**src/rtl/id_stage.sv**
```systemverilog
`default_nettype none
// id_stage: instruction decode, 32x32 register file with write-through, branch resolution,
// hazard detection and the ID/EX pipeline register of the 32-bit pipeline.
module id_stage (
  input  logic        clk,
  input  logic        rst,
  input  logic [31:0] Next_Address_in,
  input  logic [31:0] Instruction_in,
  input  logic        wb_en,
  input  logic [4:0]  wb_addr,
  input  logic [31:0] wb_data,
  input  logic        mem_mem_read,
  input  logic [4:0]  mem_write_reg,
  output logic        PCWrite,
  output logic        freeze,
  output logic        flush,
  output logic        PCSrc,
  output logic [31:0] Branch_Address,
  output logic        ex_reg_write,
  output logic        ex_mem_read,
  output logic        ex_mem_write,
  output logic        ex_mem_to_reg,
  output logic        ex_alu_src,
  output logic [1:0]  ex_alu_op,
  output logic [31:0] ex_read_data1,
  output logic [31:0] ex_read_data2,
  output logic [31:0] ex_imm,
  output logic [4:0]  ex_rs,
  output logic [4:0]  ex_rt,
  output logic [4:0]  ex_write_reg
);

  localparam logic [5:0] OP_RTYPE = 6'h00;
  localparam logic [5:0] OP_LW    = 6'h23;
  localparam logic [5:0] OP_SW    = 6'h2B;
  localparam logic [5:0] OP_ADDI  = 6'h08;
  localparam logic [5:0] OP_BEQ   = 6'h04;
  localparam logic [5:0] OP_BNE   = 6'h05;

  typedef struct packed {
    logic        reg_write;
    logic        mem_read;
    logic        mem_write;
    logic        mem_to_reg;
    logic        alu_src;
    logic [1:0]  alu_op;
    logic [31:0] read_data1;
    logic [31:0] read_data2;
    logic [31:0] imm;
    logic [4:0]  rs;
    logic [4:0]  rt;
    logic [4:0]  write_reg;
  } idex_t;

  logic [5:0]  op;
  logic [4:0]  rs, rt, rd;
  logic [31:0] imm_ext;

  assign op      = Instruction_in[31:26];
  assign rs      = Instruction_in[25:21];
  assign rt      = Instruction_in[20:16];
  assign rd      = Instruction_in[15:11];
  assign imm_ext = {{16{Instruction_in[15]}}, Instruction_in[15:0]};

  logic       dec_reg_write, dec_mem_read, dec_mem_write, dec_mem_to_reg, dec_alu_src;
  logic [1:0] dec_alu_op;
  logic [4:0] dec_write_reg;
  logic       is_beq, is_bne, uses_rt;

  always_comb begin
    dec_reg_write  = 1'b0;
    dec_mem_read   = 1'b0;
    dec_mem_write  = 1'b0;
    dec_mem_to_reg = 1'b0;
    dec_alu_src    = 1'b0;
    dec_alu_op     = 2'b00;
    dec_write_reg  = 5'd0;
    is_beq         = 1'b0;
    is_bne         = 1'b0;
    uses_rt        = 1'b0;
    case (op)
      OP_RTYPE: begin
        dec_reg_write = 1'b1;
        dec_alu_op    = 2'b10;
        dec_write_reg = rd;
        uses_rt       = 1'b1;
      end
      OP_LW: begin
        dec_reg_write  = 1'b1;
        dec_mem_read   = 1'b1;
        dec_mem_to_reg = 1'b1;
        dec_alu_src    = 1'b1;
        dec_write_reg  = rt;
      end
      OP_SW: begin
        dec_mem_write = 1'b1;
        dec_alu_src   = 1'b1;
        uses_rt       = 1'b1;
      end
      OP_ADDI: begin
        dec_reg_write = 1'b1;
        dec_alu_src   = 1'b1;
        dec_write_reg = rt;
      end
      OP_BEQ: begin
        dec_alu_op = 2'b01;
        is_beq     = 1'b1;
        uses_rt    = 1'b1;
      end
      OP_BNE: begin
        dec_alu_op = 2'b01;
        is_bne     = 1'b1;
        uses_rt    = 1'b1;
      end
      default: ;
    endcase
  end

  // Register file; r0 is never written, so it stays zero after reset.
  logic [31:0] rf_q [32];

  always_ff @(posedge clk or negedge rst) begin
    if (!rst) begin
      for (int i = 0; i < 32; i++) rf_q[i] <= '0;
    end else if (wb_en && (wb_addr != 5'd0)) begin
      rf_q[wb_addr] <= wb_data;
    end
  end

  logic [31:0] rdata1, rdata2;

  always_comb begin
    rdata1 = rf_q[rs];
    rdata2 = rf_q[rt];
    if (wb_en && (wb_addr != 5'd0) && (wb_addr == rs)) rdata1 = wb_data;
    if (wb_en && (wb_addr != 5'd0) && (wb_addr == rt)) rdata2 = wb_data;
    if (rs == 5'd0) rdata1 = '0;
    if (rt == 5'd0) rdata2 = '0;
  end

  idex_t idex_d, idex_q;

  logic is_branch, load_use, branch_ex, branch_mem, stall, branch_cond, taken;

  assign is_branch  = is_beq | is_bne;
  assign load_use   = idex_q.mem_read && (idex_q.write_reg != 5'd0) &&
                      ((idex_q.write_reg == rs) || (uses_rt && (idex_q.write_reg == rt)));
  assign branch_ex  = is_branch && idex_q.reg_write && (idex_q.write_reg != 5'd0) &&
                      ((idex_q.write_reg == rs) || (idex_q.write_reg == rt));
  assign branch_mem = is_branch && mem_mem_read && (mem_write_reg != 5'd0) &&
                      ((mem_write_reg == rs) || (mem_write_reg == rt));
  assign stall       = load_use | branch_ex | branch_mem;
  assign branch_cond = (is_beq && (rdata1 == rdata2)) || (is_bne && (rdata1 != rdata2));
  assign taken       = ~stall & branch_cond;

  // Reset overrides the hazard/branch controls so IF keeps running cleanly.
  assign PCWrite        = ~rst | ~stall;
  assign freeze         = rst & stall;
  assign flush          = rst & taken;
  assign PCSrc          = rst & taken;
  assign Branch_Address = Next_Address_in + {imm_ext[29:0], 2'b00};

  always_comb begin
    idex_d = '0;
    if (!stall) begin
      idex_d.reg_write  = dec_reg_write;
      idex_d.mem_read   = dec_mem_read;
      idex_d.mem_write  = dec_mem_write;
      idex_d.mem_to_reg = dec_mem_to_reg;
      idex_d.alu_src    = dec_alu_src;
      idex_d.alu_op     = dec_alu_op;
      idex_d.read_data1 = rdata1;
      idex_d.read_data2 = rdata2;
      idex_d.imm        = imm_ext;
      idex_d.rs         = rs;
      idex_d.rt         = rt;
      idex_d.write_reg  = dec_write_reg;
    end
  end

  always_ff @(posedge clk or negedge rst) begin
    if (!rst) idex_q <= '0;
    else      idex_q <= idex_d;
  end

  assign ex_reg_write  = idex_q.reg_write;
  assign ex_mem_read   = idex_q.mem_read;
  assign ex_mem_write  = idex_q.mem_write;
  assign ex_mem_to_reg = idex_q.mem_to_reg;
  assign ex_alu_src    = idex_q.alu_src;
  assign ex_alu_op     = idex_q.alu_op;
  assign ex_read_data1 = idex_q.read_data1;
  assign ex_read_data2 = idex_q.read_data2;
  assign ex_imm        = idex_q.imm;
  assign ex_rs         = idex_q.rs;
  assign ex_rt         = idex_q.rt;
  assign ex_write_reg  = idex_q.write_reg;

endmodule
`default_nettype wire

```
**config.mk**
```make
export PLATFORM = sky130hd
export DESIGN_NAME = id_stage
export DESIGN_NICKNAME = d
export VERILOG_FILES = /design/src/rtl/id_stage.sv
export SDC_FILE = /design/constraint.sdc
export NUM_CORES = 2
export LEC_CHECK = 0
export CAP_MARGIN = 25
export CELL_PAD_IN_SITES_DETAIL_PLACEMENT = 1
export CELL_PAD_IN_SITES_GLOBAL_PLACEMENT = 2
export CORE_ASPECT_RATIO = 2
export CORE_MARGIN = 5
export CORE_UTILIZATION = 45
export DETAILED_ROUTE_END_ITERATION = 16
export PLACE_DENSITY = 0.81
export SYNTH_ARGS = -nofsm -noshare
export SYNTH_HDL_FRONTEND = slang
export SYNTH_SLANG_ARGS = --single-unit
```
**constraint.sdc**
```tcl
create_clock -name clk -period 6.1 [get_ports clk]
set_clock_uncertainty 0.05 [all_clocks]
set_input_delay 1.22 -clock clk [delete_from_list [all_inputs] [get_ports clk]]
set_output_delay 1.22 -clock clk [all_outputs]
set_load 0.03 [all_outputs]
```
==> qor.log <==
[yosys] distinct cell type count of the synthesized netlist 76
[finish] max reg flops 1,024
[global_route] largest net degree at the start of global routing 167
[timing] slew margin rel. 22.2%
[drt] Routed Antenna Nets 0
[global_route] number of global-route vias before repair 48,449
[clock_network] Max Buffers Root-to-Sink 3
[yosys] share of the synthesized area in the top cell type 46.8%
[drt] via count of the routed design 43,709
[yosys] dominant cell type by area after synthesis dfrtp_1
[floorplan] standard-cell row count 190
[place] number of instances in the placed design 6,358
[clock_network] Clock Latency Late Sink 0.73 ns
[power_and_ir_drop] Leak 31.8 nW
[timing] RSZ-0062 raised after global routing true
[floorplan] effective utilization at floorplan 45.1%
[clock_network] clock tree from TritonCTS built
[finish] Layout Cells excl Fill 6,578
[status] failing checks negative setup slack
[finish] area growth from synthesis to layout 20.4%
[critical_path] crit-path max cell delay 0.75 ns
[status] outcome finished with violations
[critical_path] required time of the critical path 4.83 ns
[clock_network] root cell of the clock tree clkbuf_16
[critical_path] Critical Path Most Common Cell buf_4
[drt] Routed Wire Length 245 mm
[finish] Post-Route Utilization 54.2%
[power_and_ir_drop] total power of the final layout 23.1 mW
[critical_path] category of the critical setup timing path primary input to primary output
[finish] combined area of the multi-input logic cells 30,200 µm²
[job] number of max-cap violations 0
[timing] total negative setup slack -0.608 ns
[finish] count of nets after finishing 4,901
[global_route] total routing usage reported by global routing 34.2%
[drt] number of design-rule violations left by the first detailed-router iteration 3,793
[finish] register bank with the most flops rf_q
[critical_path] CP cell instances clkdlybuf4s15_1 -> buf_4 -> xor2_1 -> nor3_4 -> buf_4 -> a21oi_1 -> a21boi_0 -> a221oi_1 -> buf_4 -> xor2_2 -> nor4_4 -> o2111ai_2 -> nor4_4 -> buf_4 -> mux2i_4 -> buf_6
[yosys] net count of the mapped netlist 4,406
[yosys] post-synthesis average cell area 14.1 µm²
[clock_network] CTS H-Tree Depth 3
[timing] Fmax 156 MHz
[worst_hold_path] classification of the worst-slack hold path register to register
[finish] layout cells sized above 1 47.7%
[global_route] antenna violations before repair 5
[floorplan] Die Footprint 142,000 µm²
[global_route] global-route wire length before repair 350 mm
[global_route] final global-route overflow total 0
[critical_path] critical path peak fanout 8
[yosys] cell area after synthesis 60,200 µm²
[clock_network] CTS buffer count 104
[clock_network] number of clock sinks 1,125
[place] final RePlAce weighted congestion 0.937
[power_and_ir_drop] power per unit of standard cell area 319 nW/µm²
[drt] total iterations of the first detailed-routing run 6
[drt] average vias per placed instance 6.64
[drt] Wirelength per Cell 37.2 µm
[yosys] Most used DFF post-synth dfrtp_1
[place] Buffers on Ports 259
[drt] residual DRC count 0
[clock_network] clock-pin slew on the worst setup and hold paths 0.07 ns
[yosys] number of standard cells after synthesis 4,266
[timing] number of endpoints with negative hold slack in the final report 0
[floorplan] horizontal die dimension 269 µm
[critical_path] Data arrival, critical path 5.13 ns
[critical_path] endpoint class of the critical path primary output
[timing] Final Critical Period 6.40 ns
[critical_path] Critical-path top delay cell a21oi_1
[yosys] share of the yosys chip area belonging to registers 46.8%
[yosys] Yosys warning total 0
[timing] Finish-stage setup viols 2
[timing] fraction of the cycle the final worst path needs 105%
[timing] worst-case setup margin in the final layout -0.305 ns
[yosys] Post-synth ARST share 100%
[yosys] number of synthesized flops with an enable pin 0
[timing] worst-margin pin slew 1.17 ns
[finish] sequential cell area 28,200 µm²
[power_and_ir_drop] worst vdd ir 0.000205 V
[finish] final-layout fill cell count 12,816
[critical_path] critical path startpoint category primary input
[floorplan] area of the core 134,000 µm²
[yosys] leading cell types by total area after synthesis dfrtp_1, mux2_2, mux4_2
[floorplan] vertical die dimension 527 µm
[place] estimated wirelength of the detail-placed design 168 mm
[floorplan] I/O pin count 264
[timing] count of pins over their slew limit 0
[yosys] post-synthesis sequential element count 1,125
-- timing repair --
action | 4_1_cts | 5_1_grt
setup buffers | 17 | 5
pin swaps | 13 | 12
hold buffers | 0 | 0
setup endpoints to repair | 7 | 9
resized for setup | 55 | 25
cloned | 1 | 2
-- power by group --
group	leakage [nW]	total, mW	switching [mW]	internal (mW)
sequential	14.4	9.93	1.09	8.84
combinational	15.6	5.83	2.71	3.12
clock	1.83	7.34	3.12	4.21
total	31.8	23.1	6.93	16.2
-- worst max-delay path: cells and delay by family --
kind,cells,cell delay (ns)
AO/OA/AOI/OAI,4,1.31
XOR/XNOR,2,0.44
buffers and inverters,6,1.19
multiplexers,1,0.26
AND/OR/NAND/NOR,3,0.68
-- kinds of logic after synthesis --
kind of cell,synth area share (%)
muxes,38.5
and+or+nand+nor,3.68
DFF,46.8
xor gates and xnor gates,1.16
buffers and inverters,3.89
adders and majority gates,0.636
AOI/OAI and AO/OA,5.39
-- final timing paths --
| kind | from | to | slack [ns] | depth (start not counted) |
|---|---|---|---|---|
| setup / recovery | wb_addr[4] | flush | -0.30 | 16 |
| hold / removal | rf_q[1023] | rf_q[1023] | 0.33 | 0 |
| setup reg to reg | rf_q[551] | ex_read_data1[7] | 3.11 | 15 |
| hold reg to reg | rf_q[1023] | rf_q[1023] | 0.33 | 0 |
| max in group asynchronous | rst | rf_q[30] | 3.26 | 3 |
| min in group asynchronous | rst | rf_q[987] | 0.43 | 1 |
-- placed cells by master, fill, tap and decap left out, drive strengths merged, types with 7 or more instances in the layout --
| cell type | synthesis | final |
|---|---|---|
| or3 | 11 | 11 |
| and3 | 19 | 19 |
| a21oi | 74 | 76 |
| a31oi | 16 | 16 |
| clkbuf | 299 | 140 |
| o22ai | 24 | 24 |
| mux2i | 150 | 150 |
| nor4 | 10 | 10 |
| xnor2 | 31 | 31 |
| mux4 | 475 | 475 |
| nor2 | 158 | 158 |
| dfrtp | 1125 | 1125 |
| nand3 | 33 | 33 |
| o221ai | 29 | 29 |
| clkinv | 4 | 23 |
| a211oi | 14 | 14 |
| nor3 | 28 | 28 |
| a21o | 11 | 11 |
| ha | 29 | 29 |
| nand2 | 177 | 177 |
| clkdlybuf4s50 | 0 | 221 |
| and2 | 7 | 7 |
| bufinv | 0 | 18 |
| clkinvlp | 0 | 9 |
| o21ai | 65 | 65 |
| a2111oi | 9 | 9 |
| mux2 | 967 | 967 |
| nor2b | 21 | 21 |
| buf | 151 | 609 |
| o21a | 9 | 9 |
| a32oi | 8 | 8 |
| inv | 37 | 43 |
| a22o | 16 | 16 |
| xor2 | 49 | 49 |
| a22oi | 82 | 82 |
| a221oi | 39 | 39 |
| o211ai | 8 | 8 |
-- cells in the mapped netlist, drive strengths merged, types with 6 or more instances --
library cell  number
dfrtp           1125
mux2             967
mux4             475
clkbuf           299
nand2            177
nor2             158
buf              151
mux2i            150
a22oi             82
a21oi             74
o21ai             65
xor2              49
a221oi            39
inv               37
nand3             33
xnor2             31
ha                29
o221ai            29
nor3              28
o22ai             24
nor2b             21
and3              19
a22o              16
a31oi             16
a211oi            14
a21o              11
or3               11
nor4              10
a2111oi            9
o21a               9
a32oi              8
o211ai             8
and2               7
a21boi             6
a221o              6
nor3b              6
o31ai              6
or2                6
-- layer usage --
layer	track usage [%]	wire length, µm	vias up
li1	-	-	17224
met1	38.0	82400	23297
met2	56.4	119000	2206
met3	5.69	15800	980
met4	29.6	27900	2
met5	0	16	-
-- metrics by stage --
step                hold WS (ns)  worst slack [ns]  cell area (µm²)
floorplan                  0.375            0.0484            60200
global placement           0.313            -0.651            68100
detailed placement         0.317            -0.813            68200
CTS                        0.332            -0.155            72300
global route               0.341            -0.336            72500
finish                     0.330            -0.305            72500
-- cell type report --
class / instances / share of cell area [%]
Tap cell: 1728 / 2.98
Inverter: 41 / 0.212
Antenna cell: 3 / 0.0104
Clock inverter: 52 / 1.06
Timing Repair Buffer: 837 / 11.1
Sequential cell: 1125 / 38.8
Multi-Input combinational cell: 2652 / 41.7
Clock buffer: 140 / 4.13
No activity file was read; power rests on OpenSTA's default activity.
